--- config.mk ---
export PLATFORM = sky130hd
export DESIGN_NAME = fifo_uart_tx
export DESIGN_NICKNAME = d
export VERILOG_FILES = /design/src/rtl/fifo_uart_tx.sv
export SDC_FILE = /design/constraint.sdc
export NUM_CORES = 1
export LEC_CHECK = 0
export ABC_AREA = 1
export CAP_MARGIN = 20
export CELL_PAD_IN_SITES_DETAIL_PLACEMENT = 2
export CELL_PAD_IN_SITES_GLOBAL_PLACEMENT = 2
export CORE_MARGIN = 2
export CORE_UTILIZATION = 33
export CTS_BUF_LIST = sky130_fd_sc_hd__clkbuf_16
export CTS_CLUSTER_SIZE = 25
export DETAILED_ROUTE_END_ITERATION = 16
export PLACE_DENSITY_LB_ADDON = 0.1
export SYNTH_ARGS = -nofsm -noshare
export SYNTH_HDL_FRONTEND = slang
export SYNTH_SLANG_ARGS = --single-unit
export TNS_END_PERCENT = 20
--- constraint.sdc ---
create_clock -name clk -period 2 [get_ports clk]
set_clock_uncertainty 0.15 [all_clocks]
set_input_delay 0.5 -clock clk [delete_from_list [all_inputs] [get_ports clk]]
set_output_delay 0.5 -clock clk [all_outputs]
set_load 0.02 [all_outputs]
--- src/rtl/fifo_uart_tx.sv ---
// fifo_uart_tx
//   Pulls bytes from a show-ahead-less upstream FIFO and sends each one as an
//   asynchronous serial frame: start bit (0), WIDTH data bits LSB first,
//   optional even-parity bit, stop bit (1). Every bit lasts
//   SYMBOL_EDGE_TIME = CLOCK_FREQ / BAUD_RATE clock cycles.
//
// Optional feature:
//   UART_TX_PARITY_EN  when defined, an even-parity bit (XOR of the data bits)
//                      is inserted between the last data bit and the stop bit,
//                      making the frame WIDTH+3 bits instead of WIDTH+2.
//
// Ports:
//   clk         system clock, rising edge
//   rst         asynchronous, active-low reset
//   fifo_dout   byte from the upstream FIFO, valid the cycle after a pop
//   fifo_empty  upstream FIFO holds no data
//   fifo_rd_en  one-cycle pop request to the FIFO
//   serial_out  UART TX line, idle high, driven straight from a flop
//   busy        high whenever the FSM is not in IDLE
//   dbg_state   current FSM state (IDLE=0, POP=1, LOAD=2, SHIFT=3)
//
// FIFO handshake: "!fifo_empty" acts as valid and a one-cycle fifo_rd_en
// pulse acts as the consuming ready. A pop is issued only from IDLE when
// fifo_empty is low; the popped byte is taken from fifo_dout exactly one
// cycle later (LOAD). Neither FIFO input is looked at while a frame shifts.
module fifo_uart_tx #(
  parameter int CLOCK_FREQ = 125_000_000,
  parameter int BAUD_RATE  = 115_200,
  parameter int WIDTH      = 8
) (
  input  logic             clk,
  input  logic             rst,
  input  logic [WIDTH-1:0] fifo_dout,
  input  logic             fifo_empty,
  output logic             fifo_rd_en,
  output logic             serial_out,
  output logic             busy,
  output logic [1:0]       dbg_state
);

  localparam int SYMBOL_EDGE_TIME = CLOCK_FREQ / BAUD_RATE;

`ifdef UART_TX_PARITY_EN
  localparam int FRAME_BITS = WIDTH + 3;
`else
  localparam int FRAME_BITS = WIDTH + 2;
`endif

  // The start bit is driven directly in LOAD, so the shift register only
  // holds what follows it: data, optional parity, stop.
  localparam int SR_W  = FRAME_BITS - 1;
  localparam int CYC_W = (SYMBOL_EDGE_TIME > 1) ? $clog2(SYMBOL_EDGE_TIME) : 1;
  localparam int BIT_W = $clog2(FRAME_BITS);

  localparam logic [CYC_W-1:0] CYC_LAST = CYC_W'(SYMBOL_EDGE_TIME - 1);
  localparam logic [BIT_W-1:0] BIT_LAST = BIT_W'(FRAME_BITS - 1);

  typedef enum logic [1:0] {
    IDLE  = 2'd0,
    POP   = 2'd1,
    LOAD  = 2'd2,
    SHIFT = 2'd3
  } state_t;

  state_t            state;
  logic [CYC_W-1:0]  cycle_cnt;
  logic [BIT_W-1:0]  bit_cnt;
  logic [SR_W-1:0]   shift_reg;
  logic [SR_W-1:0]   payload;

  // Everything after the start bit, LSB transmitted first.
  always_comb begin
    payload = '0;
`ifdef UART_TX_PARITY_EN
    payload = {1'b1, ^fifo_dout, fifo_dout};
`else
    payload = {1'b1, fifo_dout};
`endif
  end

  always_ff @(posedge clk or negedge rst) begin
    if (!rst) begin
      state      <= IDLE;
      serial_out <= 1'b1;
      fifo_rd_en <= 1'b0;
      busy       <= 1'b0;
      cycle_cnt  <= '0;
      bit_cnt    <= '0;
      shift_reg  <= '0;
    end else begin
      case (state)
        IDLE: begin
          serial_out <= 1'b1;
          fifo_rd_en <= 1'b0;
          cycle_cnt  <= '0;
          bit_cnt    <= '0;
          if (!fifo_empty) begin
            // Outputs are registered, so assert them on the way into POP.
            state      <= POP;
            fifo_rd_en <= 1'b1;
            busy       <= 1'b1;
          end
        end

        POP: begin
          fifo_rd_en <= 1'b0;
          state      <= LOAD;
        end

        LOAD: begin
          // fifo_dout is valid now, one cycle after the pop.
          shift_reg  <= payload;
          serial_out <= 1'b0;
          cycle_cnt  <= '0;
          bit_cnt    <= '0;
          state      <= SHIFT;
        end

        SHIFT: begin
          if (cycle_cnt == CYC_LAST) begin
            cycle_cnt <= '0;
            if (bit_cnt == BIT_LAST) begin
              // Stop bit done: line already high, drop back to IDLE.
              bit_cnt    <= '0;
              serial_out <= 1'b1;
              busy       <= 1'b0;
              shift_reg  <= '0;
              state      <= IDLE;
            end else begin
              bit_cnt    <= bit_cnt + BIT_W'(1);
              serial_out <= shift_reg[0];
              shift_reg  <= shift_reg >> 1;
            end
          end else begin
            cycle_cnt <= cycle_cnt + CYC_W'(1);
          end
        end

        default: begin
          state <= IDLE;
        end
      endcase
    end
  end

  assign dbg_state = state;

endmodule

==> results.ini <==
[route]
drtIter0Drc = 71
wl_per_cell_um = 15.74
via_per_inst = 4.936
antenna_left = 0
wl_um = 4674
drc = 0
vias = 1466
first_pass_iters = 6

[synth]
avgSynthCellArea_um2 = 8.011
synth_seq_cells = 29
ys_warn_count = 0
ys_types = 24
synthesis.nets = 226
postSynthCellCount = 206
seq_area_frac_synth = 0.4405
syn_area_mm2 = 0.001650

[sta]
hold_viol_final = 0
fin_crit_ps = 1884
setup_tns_ps = 0
hold_slack_ps = 343.4
fmax_mhz = 530.7
period_share = 0.9422
slew_headroom = 0.7390
drv_slew = 0
finalSetupViolCount = 0
worst_pin_slew_ps = 391.5
rsz0062_at_grt = false

[clocking]
clkTransAtPathRegs_ps = 50
htree_levels = 2
clock_latency_ps = 270
numClockSinks = 29
clockBufferDepth = 2
numCtsBuffers = 5
cts_tree = done
cts_root_buffer = clkbuf_16

[place]
dp_hpwl_um = 3433
io_buffer_count = 15
gp_congestion = 0.8352

[cells_and_area]
multi_input_area_um2 = 800.8
n_fill_cell = 558
fin_nets = 249
diodes = 0
largest_reg_flops = 11
drive_gt1_frac = 0.1391
final-seq-area_um2 = 726.9
syn2layout_area_growth_pct = 25.93
finalCoreUtilization = 0.4342

[global_routing]
grt_overflow = 0
antenna_found_initial = 0
grt_first_pass_wirelength_um = 8038
grt_max_degree = 30
first_global_vias = 1634
grt_usage = 0.1924

[worst_setup_path]
end_kind = flip-flop
crit_arrival_ps = 1890
r2r_end = bit_cnt[0]$_DFFE_PN0P_
regToRegSetupSlack_ps = 120
cp_max_fo = 12
worstReg2RegStart = cycle_cnt[0]$_DFFE_PN0P_
worstPathRequired_ps = 2010
critPathLaunch = cycle_cnt[0]$_DFFE_PN0P_
path_class = reg2reg
startpoint_type = flip-flop
endpoint = bit_cnt[0]$_DFFE_PN0P_
reg2reg_depth = 9

[run_status]
status = complete, no violations

[floorplan]
die_h_um = 74.72
io_pins = 16
die_area_mm2 = 0.005582
die_w_um = 74.72
start_util = 0.3448
rows = 25
core-area_mm2 = 0.004786

[pwr]
irDropWorstVdd_mv = 0.6795
pwr_density_cell_mw_per_mm2 = 1377
p_leak_nw = 0.9742

[hold_path]
hp-class = reg2reg

[run]
maxCapViolCount = 0

-- metrics by stage --
stage / std cells / cell area (µm²) / setup WS [ps] / power (mW)
after floorplan: 206 / 1650 / 249.2 / 1.654
after global placement: 289 / 1896 / 249.6 / 1.944
after detailed placement: 289 / 1896 / 55.33 / 2.034
after CTS: 297 / 2056 / 1.278 / 2.886
after global routing: 297 / 2078 / 30.95 / 3.104
final: 297 / 2078 / 115.5 / 2.861
-- worst min-delay path by stage --
stage	start	cells after the start	endpoint
after floorplan	rst	0	bit_cnt[0]$_DFFE_PN0P_
after global placement	busy$_DFFE_PN0P_	2	busy$_DFFE_PN0P_
after detailed placement	busy$_DFFE_PN0P_	2	busy$_DFFE_PN0P_
after CTS	serial_out$_DFFE_PN1P_	2	serial_out$_DFFE_PN1P_
after global routing	serial_out$_DFFE_PN1P_	2	serial_out$_DFFE_PN1P_
final	busy$_DFFE_PN0P_	2	busy$_DFFE_PN0P_
-- critical path: stages, from the launching register on --
cell     delay, ps
dfrtp_1        420
inv_1          140
ha_1           170
nand2_1         70
nor2_1         210
nand3_2        150
nand2_4        150
nand2_4        120
nand2_1        120
o21ai_2         60
-- cells in the final DEF, fill, tap and decap left out, types with 2 or more instances in the layout --
master	count
a21oi_1	6
or2_2	4
o21ai_2	5
dfrtp_1	28
clkdlybuf4s50_1	12
nand2_1	52
clkbuf_16	5
o21ai_0	20
nand3_1	9
buf_4	8
ha_1	8
dlygate4sd2_1	2
xor2_1	2
nand2_4	3
nor2_1	14
nand4_1	13
inv_1	26
-- power breakdown --
group	switching (mW)	leakage (nW)	internal, mW
clock	0.254	0.0826	0.577
combinational	0.737	0.514	0.418
sequential	0.109	0.378	0.766
-- cell usage after synthesis --
cell type / number / area (µm²)
xor2_1: 2 / 17.52
nand2_1: 52 / 195.2
o21ai_1: 1 / 5.000
clkbuf_1: 1 / 3.750
a21oi_1: 6 / 30.03
dfstp_2: 1 / 26.28
o21ai_0: 20 / 100.1
buf_4: 1 / 7.510
or2_2: 4 / 25.02
ha_1: 9 / 112.6
nor3b_1: 1 / 7.510
inv_1: 25 / 93.84
xnor2_1: 1 / 8.760
nand3_1: 9 / 45.04
buf_2: 3 / 15.01
buf_6: 2 / 22.52
o21ai_2: 5 / 43.79
dfrtp_1: 28 / 700.7
nand2_2: 4 / 25.02
nand3_2: 1 / 10.01
nor2_4: 1 / 11.26
nand4_1: 13 / 81.33
o22ai_1: 1 / 6.260
nor2_1: 15 / 56.30
-- area by class of cell --
type	count	share of cell area
Clock buffer	5	0.06020
Clock inverter	3	0.01806
Inverter	25	0.04515
Multi-Input combinational cell	145	0.3853
Sequential cell	29	0.3498
Tap cell	67	0.04034
Timing Repair Buffer	23	0.1011
-- cell families (layout without fill, tap and decap cells) --
logic type | after synthesis | after routing | share of synthesized area
AND/OR/NAND/NOR | 100 | 100 | 0.2767
AO/OA/AOI/OAI | 33 | 33 | 0.1122
flip-flops | 29 | 29 | 0.4405
XOR/XNOR | 3 | 3 | 0.01592
buffers and inverters | 32 | 56 | 0.08642
adder cells (fa/ha/maj) | 9 | 9 | 0.06823
-- timing repair --
action / in CTS / in global routing
gates resized for setup: 2 / 6
hold buffers: 0 / 0
buffers inserted: 0 / 0
endpoints found under the setup margin: 2 / 12
-- layer usage --
metal  track usage  up-vias  wire, µm
li1              -      710         -
met1        0.2320      734      2071
met2        0.3491       18      2419
met3       0.04150        4       143
met4       0.04762        0        39
met5             0        -         0
Note: power is estimated with default switching activity, not from simulation.
